### src/rtl/stepper_move_sequencer.sv
// Sequences signed-count step moves for an A4988 driver (DIR setup, STEP pulse train, soft limits).
// Latency: first STEP rise DIR_SETUP+1 cycles after command accept; done one cycle after the move ends.
// Backpressure: cmd_ready is high only in IDLE; commands presented while busy wait for the next IDLE.
module stepper_move_sequencer #(
  parameter int                 HALF_PERIOD = 50000,
  parameter int                 DIR_SETUP   = 100,
  parameter logic signed [15:0] POS_MIN     = -16'sd3200,
  parameter logic signed [15:0] POS_MAX     = 16'sd3200
) (
  input  logic               CLOCK_50,
  input  logic               reset,
  input  logic               cmd_valid,
  output logic               cmd_ready,
  input  logic signed [15:0] cmd_steps,
  input  logic               abort,
  output logic               dir,
  output logic               step,
  output logic               busy,
  output logic               done,
  output logic signed [15:0] position,
  output logic [1:0]         status
);

  // One shared counter times both the DIR setup window and each STEP half period.
  localparam int CNT_MAX = (HALF_PERIOD > DIR_SETUP) ? HALF_PERIOD : DIR_SETUP;
  localparam int CW      = (CNT_MAX > 1) ? $clog2(CNT_MAX) : 1;
  localparam logic [CW-1:0] HP_LAST  = CW'(HALF_PERIOD - 1);
  localparam logic [CW-1:0] DS_LAST  = CW'((DIR_SETUP > 0) ? DIR_SETUP - 1 : 0);
  localparam logic [CW-1:0] CNT_ONE  = CW'(1);

  localparam logic [1:0] ST_COMPLETE = 2'b00;
  localparam logic [1:0] ST_ABORTED  = 2'b01;
  localparam logic [1:0] ST_LIMIT    = 2'b10;

  typedef enum logic [2:0] {
    S_IDLE,
    S_SETUP,
    S_HIGH,
    S_LOW,
    S_DONE
  } state_t;

  state_t               state, state_nxt;
  logic [CW-1:0]        cnt, cnt_nxt;
  logic [15:0]          remaining, remaining_nxt;
  logic signed [15:0]   position_nxt;
  logic                 dir_nxt;
  logic [1:0]           status_nxt;
  logic                 abort_pend, abort_pend_nxt;
  logic                 want_high;
  logic [15:0]          steps_raw;
  logic                 at_limit;

  assign steps_raw = $unsigned(cmd_steps);

  // Outputs decoded directly from the registered state.
  assign cmd_ready = (state == S_IDLE);
  assign busy      = (state != S_IDLE);
  assign done      = (state == S_DONE);
  assign step      = (state == S_HIGH);

  // Next-state and datapath: abort is resolved before any limit check so it always wins.
  always_comb begin
    state_nxt      = state;
    cnt_nxt        = cnt;
    remaining_nxt  = remaining;
    position_nxt   = position;
    dir_nxt        = dir;
    status_nxt     = status;
    abort_pend_nxt = abort_pend;
    want_high      = 1'b0;
    at_limit       = 1'b0;

    case (state)
      S_IDLE: begin
        if (cmd_valid) begin
          if (cmd_steps == 16'sd0) begin
            state_nxt  = S_DONE;
            status_nxt = ST_COMPLETE;
          end else begin
            // Magnitude as unsigned so -32768 maps to 32768 steps.
            remaining_nxt  = cmd_steps[15] ? (~steps_raw + 16'd1) : steps_raw;
            dir_nxt        = ~cmd_steps[15];
            cnt_nxt        = '0;
            abort_pend_nxt = 1'b0;
            if (DIR_SETUP == 0) begin
              want_high = 1'b1;
            end else begin
              state_nxt = S_SETUP;
            end
          end
        end
      end

      S_SETUP: begin
        if (abort) begin
          state_nxt  = S_DONE;
          status_nxt = ST_ABORTED;
        end else if (cnt == DS_LAST) begin
          want_high = 1'b1;
        end else begin
          cnt_nxt = cnt + CNT_ONE;
        end
      end

      S_HIGH: begin
        // A pulse is never truncated; remember the abort and act on it at pulse end.
        if (abort) begin
          abort_pend_nxt = 1'b1;
        end
        if (cnt == HP_LAST) begin
          cnt_nxt       = '0;
          remaining_nxt = remaining - 16'd1;
          position_nxt  = dir ? (position + 16'sd1) : (position - 16'sd1);
          if (abort || abort_pend) begin
            state_nxt  = S_DONE;
            status_nxt = ST_ABORTED;
          end else begin
            state_nxt = S_LOW;
          end
        end else begin
          cnt_nxt = cnt + CNT_ONE;
        end
      end

      S_LOW: begin
        if (abort) begin
          state_nxt  = S_DONE;
          status_nxt = ST_ABORTED;
        end else if (cnt == HP_LAST) begin
          if (remaining == 16'd0) begin
            state_nxt  = S_DONE;
            status_nxt = ST_COMPLETE;
          end else begin
            want_high = 1'b1;
          end
        end else begin
          cnt_nxt = cnt + CNT_ONE;
        end
      end

      S_DONE: begin
        state_nxt = S_IDLE;
      end

      default: begin
        state_nxt = S_IDLE;
      end
    endcase

    // Every entry into HIGH is gated by the soft limit in the travel direction.
    if (want_high) begin
      cnt_nxt  = '0;
      at_limit = (dir_nxt && (position_nxt == POS_MAX)) ||
                 (!dir_nxt && (position_nxt == POS_MIN));
      if (at_limit) begin
        state_nxt  = S_DONE;
        status_nxt = ST_LIMIT;
      end else begin
        state_nxt = S_HIGH;
      end
    end
  end

  // State and datapath registers; reset discards any move in flight.
  always_ff @(posedge CLOCK_50 or posedge reset) begin
    if (reset) begin
      state      <= S_IDLE;
      cnt        <= '0;
      remaining  <= '0;
      position   <= '0;
      dir        <= 1'b0;
      status     <= ST_COMPLETE;
      abort_pend <= 1'b0;
    end else begin
      state      <= state_nxt;
      cnt        <= cnt_nxt;
      remaining  <= remaining_nxt;
      position   <= position_nxt;
      dir        <= dir_nxt;
      status     <= status_nxt;
      abort_pend <= abort_pend_nxt;
    end
  end

endmodule
### config.mk
export PLATFORM = sky130hd
export DESIGN_NAME = stepper_move_sequencer
export DESIGN_NICKNAME = d
export VERILOG_FILES = /design/src/rtl/stepper_move_sequencer.sv
export SDC_FILE = /design/constraint.sdc
export NUM_CORES = 1
export LEC_CHECK = 0
export CORE_UTILIZATION = 45
export CTS_BUF_LIST = sky130_fd_sc_hd__clkbuf_4 sky130_fd_sc_hd__clkbuf_8
export DETAILED_ROUTE_END_ITERATION = 6
export HOLD_SLACK_MARGIN = 0.03
export PLACE_DENSITY = 0.66
export SYNTH_ARGS = -nofsm -noshare
export SYNTH_HDL_FRONTEND = slang
export SYNTH_SLANG_ARGS = --single-unit
### constraint.sdc
create_clock -name CLOCK_50 -period 9.6 [get_ports CLOCK_50]
set_input_delay 0.96 -clock CLOCK_50 [delete_from_list [all_inputs] [get_ports CLOCK_50]]
set_output_delay 0.96 -clock CLOCK_50 [all_outputs]
set_load 0.1 [all_outputs]
==> out/results.ini <==
[status]
status = finished clean

[min_path]
holdCritPathClass = reg2reg

[sta]
setup_tns_ps = 0
setup_viol = 0
layout_min_cycle_time_ps = 4500
hold_violations = 0
skew_ps = 8.28
fin_crit_sh_pct = 46.9
rsz0062_at_grt = false
relSlewSlack_pct = 21.1
fmax_ghz = 0.222
finalMaxSlewViolations = 0
whs_ps = 506
worst_pin_slew_ps = 1180

[clocking]
clock_sinks = 55
numCtsBuffers = 5
clock_path_buffers = 2
cts_htree_levels = 2
path_clk_slew_ps = 100
post-cts-setup-buffers = 0
clkLatencyLatePin_ps = 310
hold_buffers = 0
ctsResizeCount = 0
clockRootBuffer = clkbuf_8
cts_tree = done

[floorplanning]
io_pins = 43
die_w_um = 96.1
row_count = 33
start_util_pct = 47.5
die_h_um = 96.1
core_area_um2 = 8380
die_area_um2 = 9230

[layout]
final_cell_mix = nand2_1 (58), o21ai_0 (58), dfrtp_1 (55), nor2_1 (43)
fin_nets = 569
regArea_um2 = 1380
fillerInstances = 803
area_delta_synth_final_pct = 14.6
final_util_pct = 54.5
antenna_cells = 0
multi_input_area_um2 = 2470
design_area_um2 = 4560
drive_gt1_share_pct = 5.08

[power]
p_comb_share_pct = 45.3
intPower_w = 0.000456
p_sw_share_pct = 46.5
power_frac_seq_pct = 39.3
p_leak_nw = 1.87
power_frac_clock_pct = 15.4
p_per_area_nw_per_um2 = 187
switching_power_w = 0.000396
peakVddDrop_uv = 92.1

[synthesis]
synth-edff-count = 0
synth_area_leader_cell = dfrtp_1
seq_area_frac_synth_pct = 34.6
avgSynthCellArea_um2 = 8.01
synthArstFlopShare_pct = 100
synth_area_um2 = 3980
synthFlopType = dfrtp_1
yosysTopAreaCellShare_pct = 34.6
syn_inst = 497
synth_area_leaders = dfrtp_1 (35%), o21ai_0 (7.3%), ha_1 (5.7%)
ys_warn_count = 0
ys_types = 58
ys_seq_elements = 55
synth_nets = 536

[detailed_routing]
vias_per_cell = 5.96
drtPass1Iterations = 4
ant_nets = 0
via_count = 3791
first_iter_violations = 205
routed_wirelength_um = 9800
routedWlPerCell_um = 15.4
remaining_drc_errors = 0

[critical_path]
criticalPathCategory = in2reg
end_kind = flop
critPathArrivalTime_ps = 4750
worstPathRequired_ps = 9850
crit_fanout = 11
worst_setup_path_start_kind = input pin

[place]
place.gp.congestion = 0.849
io_buffer_count = 42
placed_area_um2 = 4480
dpl.hpwl_um = 7230

[global_route]
grt_max_degree = 56
grt_pass1_wl_um = 16500
track_usage_pct = 22.9
antenna_found_initial = 0
grt_pass1_vias = 3605
overflow = 0

[flow_run]
cap_violations = 0

==> layout make-up <==
cell class / instances / area share (%)
multi-input combinational: 407 / 54.1
clock buffer: 6 / 1.67
sequential: 55 / 30.2
clock inverter: 2 / 0.274
timing repair buffer: 44 / 9.54
inverter: 17 / 1.40
tap: 105 / 2.88
==> final timing paths <==
check                             start           end  slack [ps]  depth (start not counted)
setup / recovery           cmd_steps[0]      state[1]        5100                         13
hold / removal                status[1]     status[1]         510                          1
setup reg to reg                    dir      state[2]        5410                         12
hold reg to reg               status[1]     status[1]         510                          1
max in group asynchronous         reset  remaining[4]        7950                          3
min in group asynchronous         reset  position[15]        1140                          3
==> logic make-up after synthesis <==
group                      Yosys count  share of synthesized area, %
buffers and inverters               35                          3.46
DFF                                 55                          34.6
adders and majority gates           19                          6.16
muxes                                2                         0.565
AOI/OAI and AO/OA                  150                          22.5
xor gates and xnor gates            30                          6.60
and+or+nand+nor                    206                          26.2
==> power groups by stage <==
stage	combinational (W)	clock (W)	sequential [W]
after global routing	0.000428	0.000147	0.000342
after global placement	0.000374	0	0.000337
after detailed placement	0.000383	0	0.000337
final	0.000386	0.000131	0.000335
after floorplan	0.000293	0	0.000329
after CTS	0.000386	0.000136	0.000334
==> cell usage after synthesis, drive strengths merged (2+ instances only) <==
master and number:
o21ai 60, nand2 58, dfrtp 55, nor2 43, a21oi 42, nand3 24, ha 18, inv 17
xnor2 16, nor3 15, clkbuf 14, xor2 14, o31ai 12, and3 10, nand2b 9, nor4 9
a21o 6, nor2b 6, or4 6, or2 5, or3 5, buf 4, o211ai 4, a31oi 3
a32oi 3, and2 3, nand4b 3, o32ai 3, or3b 3, a2111oi 2, a22o 2, a22oi 2
mux2 2, nand3b 2, o21a 2, o22a 2, o22ai 2, or4b 2
==> metrics by stage <==
step                      setup WS, ps  total power, W  std cells
after floorplan                   5300        0.000623        497
after global placement            4920        0.000711        628
after detailed placement          4770        0.000720        628
after CTS                         5110        0.000856        636
after global routing              4830        0.000917        636
final                             5100        0.000853        636
==> sequential cells by signal, indices dropped and copies added, names as in the netlist <==
signal      count
cnt            16
position       16
dir             1
status          2
abort_pend      1
remaining      16
state           3
==> critical path, stage by stage <==
cell and delay [ps]:
clkdlybuf4s50_1 420, inv_1 100, ha_1 160, or3b_2 450, or3_1 380, or4_1 520, nor3_2 290, a2111oi_0 190
nor2_1 570, nor2_1 290, nor3_1 240, a21oi_1 60, nor2_1 110
==> per-layer routing <==
metal	global-route usage [%]	wire, um
met5	0	0
met4	7.59	214
met3	2.13	310
met2	40.8	4900
met1	28.8	4370
(Power assumes the default switching activity.)
